[config.mk]
export PLATFORM = sky130hd
export DESIGN_NAME = dual_mem_arb_flat
export DESIGN_NICKNAME = d
export VERILOG_FILES = /design/src/rtl/dual_mem_arb_if.sv /design/src/rtl/dual_mem_arb.sv /design/src/flat_wrapper.sv
export SDC_FILE = /design/constraint.sdc
export NUM_CORES = 1
export LEC_CHECK = 0
export CAP_MARGIN = 20
export CORE_MARGIN = 3
export CORE_UTILIZATION = 26
export DETAILED_ROUTE_END_ITERATION = 7
export HOLD_SLACK_MARGIN = 0.02
export PLACE_DENSITY = 0.91
export SLEW_MARGIN = 5
export SYNTH_ARGS = -nofsm -noshare
export SYNTH_HDL_FRONTEND = slang
export SYNTH_SLANG_ARGS = --single-unit
[constraint.sdc]
create_clock -name clk -period 2.47 [get_ports clk]
set_clock_uncertainty 0.2 [all_clocks]
set_input_delay 0.247 -clock clk [delete_from_list [all_inputs] [get_ports clk]]
set_output_delay 0.247 -clock clk [all_outputs]
set_load 0.05 [all_outputs]
[src/rtl/dual_mem_arb_if.sv]
// Bus bundle between two cores, the shared data memory and the arbiter.
// The slave modport is the arbiter's view; master is the cores/memory side.
interface dual_mem_arb_if;
    // Core 0
    logic        c0_ren;
    logic [14:0] c0_raddr;
    logic        c0_wen;
    logic [14:0] c0_waddr;
    logic [15:0] c0_wdata;
    logic        c0_stall;
    logic        c0_rvalid;
    logic [15:0] c0_rdata;
    // Core 1
    logic        c1_ren;
    logic [14:0] c1_raddr;
    logic        c1_wen;
    logic [14:0] c1_waddr;
    logic [15:0] c1_wdata;
    logic        c1_stall;
    logic        c1_rvalid;
    logic [15:0] c1_rdata;
    // Memory
    logic        m_ren;
    logic [14:0] m_raddr;
    logic [15:0] m_rdata;
    logic        m_wen;
    logic [14:0] m_waddr;
    logic [15:0] m_wdata;

    modport slave (
        input  c0_ren, c0_raddr, c0_wen, c0_waddr, c0_wdata,
        output c0_stall, c0_rvalid, c0_rdata,
        input  c1_ren, c1_raddr, c1_wen, c1_waddr, c1_wdata,
        output c1_stall, c1_rvalid, c1_rdata,
        output m_ren, m_raddr, m_wen, m_waddr, m_wdata,
        input  m_rdata
    );

    modport master (
        output c0_ren, c0_raddr, c0_wen, c0_waddr, c0_wdata,
        input  c0_stall, c0_rvalid, c0_rdata,
        output c1_ren, c1_raddr, c1_wen, c1_waddr, c1_wdata,
        input  c1_stall, c1_rvalid, c1_rdata,
        input  m_ren, m_raddr, m_wen, m_waddr, m_wdata,
        output m_rdata
    );
endinterface

[src/rtl/dual_mem_arb.sv]
// Two-core arbiter for a shared single-read/single-write data memory.
// Same-kind conflicts are resolved by one rotating priority bit; the loser
// stalls for the whole cycle. Read data is steered back by a tag pipeline
// whose depth matches the memory read latency.
module dual_mem_arb #(
    parameter int unsigned RD_LAT = 2  // legal 1..7
) (
    input  logic              clk,
    input  logic              rst,
    dual_mem_arb_if.slave     bus,
    output logic              rd_busy,
    output logic [15:0]       stall_cnt
);

    logic              pri;
    logic [RD_LAT-1:0] tag_v;
    logic [RD_LAT-1:0] tag_id;

    logic rd_conf;
    logic wr_conf;
    logic conf;
    logic g0_r;
    logic g1_r;
    logic g0_w;
    logic g1_w;
    logic tail_v;
    logic tail_id;

    // Conflict detection, stall and grant selection
    always_comb begin
        rd_conf = bus.c0_ren & bus.c1_ren;
        wr_conf = bus.c0_wen & bus.c1_wen;
        conf    = rd_conf | wr_conf;
        // A single shared priority bit means exactly one core loses
        bus.c0_stall = conf & pri;
        bus.c1_stall = conf & ~pri;
        // A stalled core issues nothing on either channel
        g0_r = bus.c0_ren & ~bus.c0_stall;
        g1_r = bus.c1_ren & ~bus.c1_stall;
        g0_w = bus.c0_wen & ~bus.c0_stall;
        g1_w = bus.c1_wen & ~bus.c1_stall;
    end

    // Memory issue muxes; idle channels drive zeros
    always_comb begin
        bus.m_ren   = g0_r | g1_r;
        bus.m_raddr = '0;
        if (g0_r) begin
            bus.m_raddr = bus.c0_raddr;
        end else if (g1_r) begin
            bus.m_raddr = bus.c1_raddr;
        end
        bus.m_wen   = g0_w | g1_w;
        bus.m_waddr = '0;
        bus.m_wdata = '0;
        if (g0_w) begin
            bus.m_waddr = bus.c0_waddr;
            bus.m_wdata = bus.c0_wdata;
        end else if (g1_w) begin
            bus.m_waddr = bus.c1_waddr;
            bus.m_wdata = bus.c1_wdata;
        end
    end

    // Read return steering from the pipeline tail
    always_comb begin
        tail_v        = tag_v[RD_LAT-1];
        tail_id       = tag_id[RD_LAT-1];
        bus.c0_rvalid = tail_v & ~tail_id;
        bus.c1_rvalid = tail_v & tail_id;
        bus.c0_rdata  = bus.c0_rvalid ? bus.m_rdata : '0;
        bus.c1_rdata  = bus.c1_rvalid ? bus.m_rdata : '0;
        rd_busy       = |tag_v;
    end

    // Priority rotation: toggle only after a cycle with a conflict
    always_ff @(posedge clk or posedge rst) begin
        if (rst) begin
            pri <= 1'b0;
        end else if (conf) begin
            pri <= ~pri;
        end
    end

    // Tag pipeline: stage 0 captures this cycle's read issue and its owner
    always_ff @(posedge clk or posedge rst) begin
        if (rst) begin
            tag_v  <= '0;
            tag_id <= '0;
        end else begin
            tag_v[0]  <= bus.m_ren;
            tag_id[0] <= g1_r;
            for (int unsigned i = 1; i < RD_LAT; i++) begin
                tag_v[i]  <= tag_v[i-1];
                tag_id[i] <= tag_id[i-1];
            end
        end
    end

    // Saturating count of cycles in which some core was stalled
    always_ff @(posedge clk or posedge rst) begin
        if (rst) begin
            stall_cnt <= '0;
        end else if ((bus.c0_stall | bus.c1_stall) && (stall_cnt != 16'hFFFF)) begin
            stall_cnt <= stall_cnt + 16'd1;
        end
    end

endmodule

[src/flat_wrapper.sv]
// flat-port wrapper written by rule: the top's interface ports become plain ports
module dual_mem_arb_flat 
#(
    parameter int unsigned RD_LAT = 2               
)
  (clk, rst, rd_busy, stall_cnt, bus_c0_ren, bus_c0_raddr, bus_c0_wen, bus_c0_waddr, bus_c0_wdata, bus_c0_stall, bus_c0_rvalid, bus_c0_rdata, bus_c1_ren, bus_c1_raddr, bus_c1_wen, bus_c1_waddr, bus_c1_wdata, bus_c1_stall, bus_c1_rvalid, bus_c1_rdata, bus_m_ren, bus_m_raddr, bus_m_wen, bus_m_waddr, bus_m_wdata, bus_m_rdata);
  dual_mem_arb_if bus_i ();
  input  logic clk;
  input  logic rst;
  output logic rd_busy;
  output logic [15:0] stall_cnt;
  input wire logic [$bits(bus_i.c0_ren)-1:0] bus_c0_ren;
  input wire logic [$bits(bus_i.c0_raddr)-1:0] bus_c0_raddr;
  input wire logic [$bits(bus_i.c0_wen)-1:0] bus_c0_wen;
  input wire logic [$bits(bus_i.c0_waddr)-1:0] bus_c0_waddr;
  input wire logic [$bits(bus_i.c0_wdata)-1:0] bus_c0_wdata;
  output wire logic [$bits(bus_i.c0_stall)-1:0] bus_c0_stall;
  output wire logic [$bits(bus_i.c0_rvalid)-1:0] bus_c0_rvalid;
  output wire logic [$bits(bus_i.c0_rdata)-1:0] bus_c0_rdata;
  input wire logic [$bits(bus_i.c1_ren)-1:0] bus_c1_ren;
  input wire logic [$bits(bus_i.c1_raddr)-1:0] bus_c1_raddr;
  input wire logic [$bits(bus_i.c1_wen)-1:0] bus_c1_wen;
  input wire logic [$bits(bus_i.c1_waddr)-1:0] bus_c1_waddr;
  input wire logic [$bits(bus_i.c1_wdata)-1:0] bus_c1_wdata;
  output wire logic [$bits(bus_i.c1_stall)-1:0] bus_c1_stall;
  output wire logic [$bits(bus_i.c1_rvalid)-1:0] bus_c1_rvalid;
  output wire logic [$bits(bus_i.c1_rdata)-1:0] bus_c1_rdata;
  output wire logic [$bits(bus_i.m_ren)-1:0] bus_m_ren;
  output wire logic [$bits(bus_i.m_raddr)-1:0] bus_m_raddr;
  output wire logic [$bits(bus_i.m_wen)-1:0] bus_m_wen;
  output wire logic [$bits(bus_i.m_waddr)-1:0] bus_m_waddr;
  output wire logic [$bits(bus_i.m_wdata)-1:0] bus_m_wdata;
  input wire logic [$bits(bus_i.m_rdata)-1:0] bus_m_rdata;
  assign bus_i.c0_ren = bus_c0_ren;
  assign bus_i.c0_raddr = bus_c0_raddr;
  assign bus_i.c0_wen = bus_c0_wen;
  assign bus_i.c0_waddr = bus_c0_waddr;
  assign bus_i.c0_wdata = bus_c0_wdata;
  assign bus_c0_stall = bus_i.c0_stall;
  assign bus_c0_rvalid = bus_i.c0_rvalid;
  assign bus_c0_rdata = bus_i.c0_rdata;
  assign bus_i.c1_ren = bus_c1_ren;
  assign bus_i.c1_raddr = bus_c1_raddr;
  assign bus_i.c1_wen = bus_c1_wen;
  assign bus_i.c1_waddr = bus_c1_waddr;
  assign bus_i.c1_wdata = bus_c1_wdata;
  assign bus_c1_stall = bus_i.c1_stall;
  assign bus_c1_rvalid = bus_i.c1_rvalid;
  assign bus_c1_rdata = bus_i.c1_rdata;
  assign bus_m_ren = bus_i.m_ren;
  assign bus_m_raddr = bus_i.m_raddr;
  assign bus_m_wen = bus_i.m_wen;
  assign bus_m_waddr = bus_i.m_waddr;
  assign bus_m_wdata = bus_i.m_wdata;
  assign bus_i.m_rdata = bus_m_rdata;
  dual_mem_arb #(.RD_LAT(RD_LAT)) u_core (.clk(clk), .rst(rst), .bus(bus_i), .rd_busy(rd_busy), .stall_cnt(stall_cnt));
endmodule
==> results of run 1 <==
## layout make-up
cell class	instances	area [µm²]	share of cell area, %
inverter	3	11.3	0.243
clock inverter	1	5.00	0.108
clock buffer	3	41.3	0.890
sequential	21	527	11.4
tap	75	93.8	2.02
timing repair buffer	222	2870	61.9
multi-input combinational	145	1090	23.5
## power by group
part           internal [mW]  switching [mW]
Combinational           1.27            1.50
Sequential             0.421           0.119
Clock                  0.112           0.112
## cells in the mapped netlist, types with 4 or more instances
library cell	instances	area share, %
a22o_1	46	24
a31oi_1	6	2.2
and2_1	19	7.1
and3_1	23	8.6
buf_2	7	2.1
clkbuf_1	4	0.90
dfrtp_1	21	31
nand2_1	5	1.1
nand3_1	4	1.2
nand4_1	7	2.6
nor2b_1	4	1.5
xnor2_1	9	4.7
## state kept, by name (all words and copies together), names as in the netlist
register and flops:
u_core.tag_id 2, u_core.tag_v 2, u_core.pri 1, u_core.stall_cnt 16
## what timing repair did
item                                    CTS  global route
resized for setup                         3             5
endpoints found under the setup margin   16            10
hold endpoints to repair                  0             0
## per-layer routing
layer | global-route usage [%] | vias to the layer above | share of wire, %
met5 | 0 | - | 0
met4 | 7.08 | 0 | 2.7
met3 | 5.61 | 18 | 9.5
met2 | 43.8 | 145 | 54
met1 | 24.8 | 1130 | 34
li1 | - | 1126 | -
## kinds of logic (layout without fill, tap and decap cells)
logic type	after synthesis	after routing	share of synthesized area [%]
and+or+nand+nor	72	72	26.0
AOI/OAI and AO/OA	60	60	30.1
DFF	21	21	31.4
buffers and inverters	17	229	5.01
xor gates and xnor gates	10	10	5.24
muxes	2	2	1.50
adders and majority gates	1	1	0.748
## worst max path at each step
stage | startpoint | end | depth (start not counted)
6_report | bus_c0_ren | bus_m_waddr[6] | 8
4_1_cts | bus_c1_ren | bus_m_wen | 8
3_3_place_gp | bus_c0_ren | bus_m_raddr[13] | 6
2_1_floorplan | u_core.pri | bus_m_raddr[10] | 5
3_5_place_dp | bus_c0_ren | bus_m_raddr[13] | 6
5_1_grt | u_core.tag_id[1] | bus_c1_rdata[5] | 2
## worst max-delay path, stage by stage
cell and delay, ps:
clkdlybuf4s50_1 470, a22oi_2 260, nor2_2 80, buf_4 160
nor2b_2 150, buf_12 200, a22o_1 220, buf_12 150
==> impl_metrics.csv, run 1 <==
group,metric,value,unit
power,peakVddDrop,0.575,mV
clock_network,ctsHoldBuffers,0,
routing,drtIter0Drc,72,
placement,io_buffers,214,
placement,dp_cells,466,
synth,synthArstFlopShare,100,%
clock_network,cts_setup_buffers,0,
clock_network,cts_buffers,3,
routing,via_count,2419,
final_layout,fin_util,76.6,%
clock_network,cts_tree,"yes",
final_layout,drive_above_1_share,26.3,%
worst_hold_path,hold-path-endpoint,"u_core.tag_id[1]",
timing,worst_slack,76.7,ps
floorplan,num_io_pins,215,
global_routing,track_usage,23.0,%
synth,ys_types,30,
floorplan,fp.dieW,86.2,µm
placement,placed_area,4570,µm²
routing,drtPass1Iterations,4,
clock_network,cts_root_buffer,"clkbuf_8",
worst_setup_path,reg2reg_from,"u_core.stall_cnt[0]",
clock_network,h-tree-depth,1,
timing,fmax,418,MHz
floorplan,rows,28,
clock_network,worst_skew_pair.late_latency,260,ps
timing,finalCritPeriodShare,96.9,%
global_routing,overflow,0,
flow_run,maxCapViolCount,0,
synth,avgSynthCellArea,9.14,µm²
worst_hold_path,hp-start,"u_core.tag_id[0]",
worst_setup_path,worst_setup_path_start_kind,"primary input",
final_layout,final_cell_mix,"137 x clkdlybuf4s50_1, 69 x buf_12, 45 x a22o_1, 23 x and3_1, 20 x dfrtp_1",
floorplan,die_area,7430,µm²
worst_setup_path,r2r_slack,520,ps
placement,place.gp.congestion,0.789,
routing,detail-route-antenna-nets,0,
worst_setup_path,reg2regPathDepth,4,
clock_network,cts.reportedPaths.clkPinSlew,70,ps
final_layout,final_common_cell,"clkdlybuf4s50_1",
worst_setup_path,timing.rr.end,"u_core.stall_cnt[1]",
final_layout,fin_area,4640,µm²
synth,ys_ff_latch,21,
synth,syn_nets,298,
timing,tightest_slew,783,ps
floorplan,dieHeight,86.2,µm
worst_setup_path,cp.required,2020,ps
synth,ys_seq_area_share,31.4,%
timing,slew_violations,0,
final_layout,area_growth,177,%
timing,setup_violations,0,
timing,hold_viol,0,
final_layout,num-fill-cells,358,
run_status,status,"finished clean",
power,power,3.53,mW
worst_setup_path,worstPathMaxFanout,32,
floorplan,core_area,6060,µm²
placement,dp_hpwl,7750,µm
timing,min_period,2390,ps
floorplan,start_util,27.6,%
worst_hold_path,min_path_cells,0,
routing,vias_per_cell,5.15,
power,p_leak,2.03,nW
timing,grt_setup_unrepaired,"false",
synth,synth_warnings,0,
synth,synth.cell_area,1670,µm²
timing,tns,0,ps
global_routing,grt_pass1_wl,13600,µm
synth,ys.flop_type,"dfrtp_1",
global_routing,antenna_found_initial,0,
worst_setup_path,critPathKind,"primary input to output port",
timing,hold_slack,151,ps
power,power.density,760,nW/µm²
synth,synth_edf_count,0,
worst_hold_path,hold_path.class,"flip-flop to flip-flop",
final_layout,antenna_cells,0,
placement,place_ws,-326,ps
final_layout,nets,511,
synth,syn_inst,183,
timing,slew_headroom,47.7,%
clock_network,clock-sinks,21,
routing,remaining_drc_errors,0,
worst_setup_path,arrival,1950,ps
final_layout,fin_cells,470,
global_routing,grt_max_degree,33,
routing,drt-total-wl,8930,µm
global_routing,grt_pass1_vias,2587,
routing,post_drt_wl_per_cell,19.0,µm
worst_setup_path,crit_path_end_kind,"output port",
clock_network,cts_max_path_buffers,2,
(Power assumes the default switching activity.)
==> run 2, diff against run 1 <==
--- a/config.mk
+++ b/config.mk
@@ -5,12 +5,13 @@
 export SDC_FILE = /design/constraint.sdc
 export NUM_CORES = 1
 export LEC_CHECK = 0
+export ABC_AREA = 1
 export CAP_MARGIN = 20
 export CORE_MARGIN = 3
-export CORE_UTILIZATION = 26
+export CORE_UTILIZATION = 30
 export DETAILED_ROUTE_END_ITERATION = 7
 export HOLD_SLACK_MARGIN = 0.02
-export PLACE_DENSITY = 0.91
+export PLACE_DENSITY = 0.83
 export SLEW_MARGIN = 5
 export SYNTH_ARGS = -nofsm -noshare
 export SYNTH_HDL_FRONTEND = slang
==> run 2 against run 1 <==
Sequential power shrank 16%. Largest power group unchanged. Setup slack got worse by 72 ps. Global-route usage decreased by 1.7 points. Power fell by 29%. Final cell count grew 45%. Die area grew 10%. Design area increased by 5.4%. Worst hold slack got worse by 0.86 ps. Sequential share of layout area down 0.61 points.
==> impl_metrics.csv, run 2 <==
group,metric,value,unit
run_status,status,"finished clean",
worst_setup_path,worstPathMaxFanout,17,
global_routing,grt_pass1_vias,3004,
worst_setup_path,reg2reg_from,"u_core.stall_cnt[0]",
final_layout,largest_reg_flops,16,
final_layout,final_common_cell,"nand2_1",
timing,hold_viol,0,
final_layout,regMostFlops,"u_core.stall_cnt",
clock_network,cts.reportedPaths.clkPinSlew,70,ps
global_routing,overflow,0,
synth,ys.flop_type,"dfrtp_1",
worst_hold_path,min_path_cells,0,
final_layout,fin_util,71.2,%
clock_network,cts_max_path_buffers,2,
timing,setup_violations,0,
final_layout,antenna_cells,0,
final_layout,fin_area,4890,µm²
clock_network,ctsHoldBuffers,0,
final_layout,nets,700,
worst_setup_path,crit_path_top_delay_cell,"clkdlybuf4s50_1",
worst_setup_path,worst_setup_path_start_kind,"flip-flop",
synth,ys_types,25,
floorplan,die_area,8180,µm²
flow_run,maxCapViolCount,0,
final_layout,num-fill-cells,540,
routing,vias_per_cell,4.58,
worst_setup_path,cp.required,2020,ps
timing,slew_violations,0,
routing,via_count,3116,
global_routing,grt_max_degree,33,
synth,synthTopCellsByArea,"dfrtp_1 25%, nand2_1 24%, nand3_1 20%",
synth,synth_top_area_share,24.6,%
final_layout,seq_area,526,µm²
clock_network,cts_buffers,3,
clock_network,cts_tree,"yes",
synth,ys_seq_area_share,24.6,%
clock_network,worst_skew_pair.late_latency,260,ps
synth,synth_warnings,0,
synth,synth_commonest_cells,"138 x nand2_1, 84 x nand3_1, 53 x nor2_1, 35 x inv_1, 21 x dfrtp_1",
synth,synth_top_area_cell,"dfrtp_1",
timing,tightest_slew,784,ps
placement,placed_area,4800,µm²
worst_setup_path,slowest_delay,850,ps
floorplan,start_util,31.1,%
worst_setup_path,timing.rr.end,"u_core.stall_cnt[11]",
worst_setup_path,critPathKind,"flip-flop to output port",
final_layout,area_growth,129,%
routing,drtIter0Drc,76,
clock_network,clock-sinks,21,
power,peakVddDrop,0.279,mV
placement,place.gp.congestion,0.846,
synth,synth_edf_count,0,
placement,dp_hpwl,7670,µm
clock_network,cts_setup_buffers,0,
global_routing,track_usage,21.2,%
worst_setup_path,reg2regPathDepth,8,
worst_setup_path,arrival,2020,ps
floorplan,num_io_pins,215,
power,power.density,515,nW/µm²
routing,post_drt_wl_per_cell,13.7,µm
clock_network,cts_root_buffer,"clkbuf_8",
final_layout,drive_above_1_share,14.2,%
floorplan,core_area,6870,µm²
final_layout,multi_input_area,1360,µm²
timing,finalCritPeriodShare,99.8,%
synth,yosysMostFrequentCell,"nand2_1",
synth,syn_nets,496,
timing,fmax,406,MHz
worst_hold_path,hold-path-endpoint,"u_core.tag_id[1]",
worst_setup_path,r2r_slack,660,ps
routing,detail-route-antenna-nets,0,
floorplan,rows,30,
routing,drtPass1Iterations,4,
routing,drt-total-wl,9280,µm
global_routing,antenna_found_initial,0,
timing,min_period,2470,ps
timing,slew_headroom,47.7,%
placement,io_buffers,214,
synth,avgSynthCellArea,5.62,µm²
synth,synth.cell_area,2140,µm²
synth,ys_ff_latch,21,
floorplan,dieHeight,90.5,µm
floorplan,fp.dieW,90.5,µm
power,p_leak,2.59,nW
power,power,2.52,mW
routing,remaining_drc_errors,0,
worst_hold_path,hold_path.class,"flip-flop to flip-flop",
worst_setup_path,crit_path_cell_trace,"nand2_1 -> nor2_1 -> clkdlybuf4s50_1",
worst_hold_path,hp-start,"u_core.tag_id[0]",
final_layout,top_regs,"u_core.stall_cnt x16, u_core.tag_id x2, u_core.tag_v x2",
final_layout,final_cell_mix,"138 x nand2_1, 137 x clkdlybuf4s50_1, 84 x nand3_1, 52 x nor2_1, 49 x buf_12",
worst_setup_path,crit_path_end_kind,"output port",
synth,syn_inst,381,
global_routing,grt_pass1_wl,14500,µm
clock_network,h-tree-depth,1,
synth,synthArstFlopShare,100,%
## run 2: cell count changes in the layout (fill, tap and decap cells not counted), moves of 6 or more
cell / delta
a22o_1: -44
a31oi_1: -6
and2_1: -17
and3_1: -23
buf_12: -20
dlymetal6s2s_1: +17
inv_1: +32
nand2_1: +133
nand3_1: +80
nor2_1: +50
xnor2_1: -8
## run 2: metal layers
metal  part of all wire, %  wire, µm  up-vias  GRT usage [%]
met5                     0         0        -              0
met1                    36      3340     1377           22.8
met2                    55      5090      132           41.2
li1                      -         -     1595              -
met4                   1.8       167        0           5.48
met3                   7.4       687       12           5.08
## run 2: worst max-delay path: cells and delay by family, from the launching register on
family | cells | cell delay (ps)
buf+inv | 1 | 850
flops | 1 | 360
simple gates | 2 | 540
## run 2: repair_timing
item | 4_1_cts | 5_1_grt
setup endpoints to repair | 0 | 17
hold endpoints to repair | 0 | 0
resized for setup | 0 | 17
## run 2: cell families after synthesis
| family | share of synthesized area (%) |
|---|---|
| and+or+nand+nor | 60.1 |
| buffers and inverters | 11.8 |
| xor gates and xnor gates | 1.64 |
| adders and majority gates | 0.585 |
| AOI/OAI and AO/OA | 1.35 |
| DFF | 24.6 |
## run 2: report_power, final
group | internal [mW] | switching (mW)
logic | 0.766 | 1.07
clock network | 0.115 | 0.108
registers | 0.390 | 0.0666
total | 1.27 | 1.25
## run 2: how the worst max path moves through the flow
stage	to	cells after the start	startpoint	slack, ps
floorplan	bus_c0_rdata[10]	4	u_core.tag_id[1]	90
global placement	bus_m_wdata[12]	8	bus_c0_ren	230
detailed placement	bus_m_wdata[12]	8	bus_c0_ren	200
CTS	bus_c0_rdata[14]	4	u_core.tag_id[1]	30
global route	bus_c1_rdata[10]	3	u_core.tag_id[1]	-70
finish	bus_c1_rdata[10]	3	u_core.tag_id[1]	5
## run 2: area by class of cell
| class | instances | share of cell area (%) |
|---|---|---|
| clock buffer | 4 | 0.921 |
| inverter | 37 | 2.94 |
| multi-input combinational | 302 | 27.9 |
| sequential | 21 | 10.7 |
| tap | 96 | 2.46 |
| timing repair buffer | 220 | 55.1 |
## run 2: per-stage QoR
stage	hold WS, ps	instances	TNS (ps)	setup WS [ps]
finish	150	680	0	4.67
global route	168	680	-74.3	-74.3
CTS	153	680	0	29.9
detailed placement	136	676	0	197
global placement	133	676	0	231
floorplan	23.5	381	0	87.8
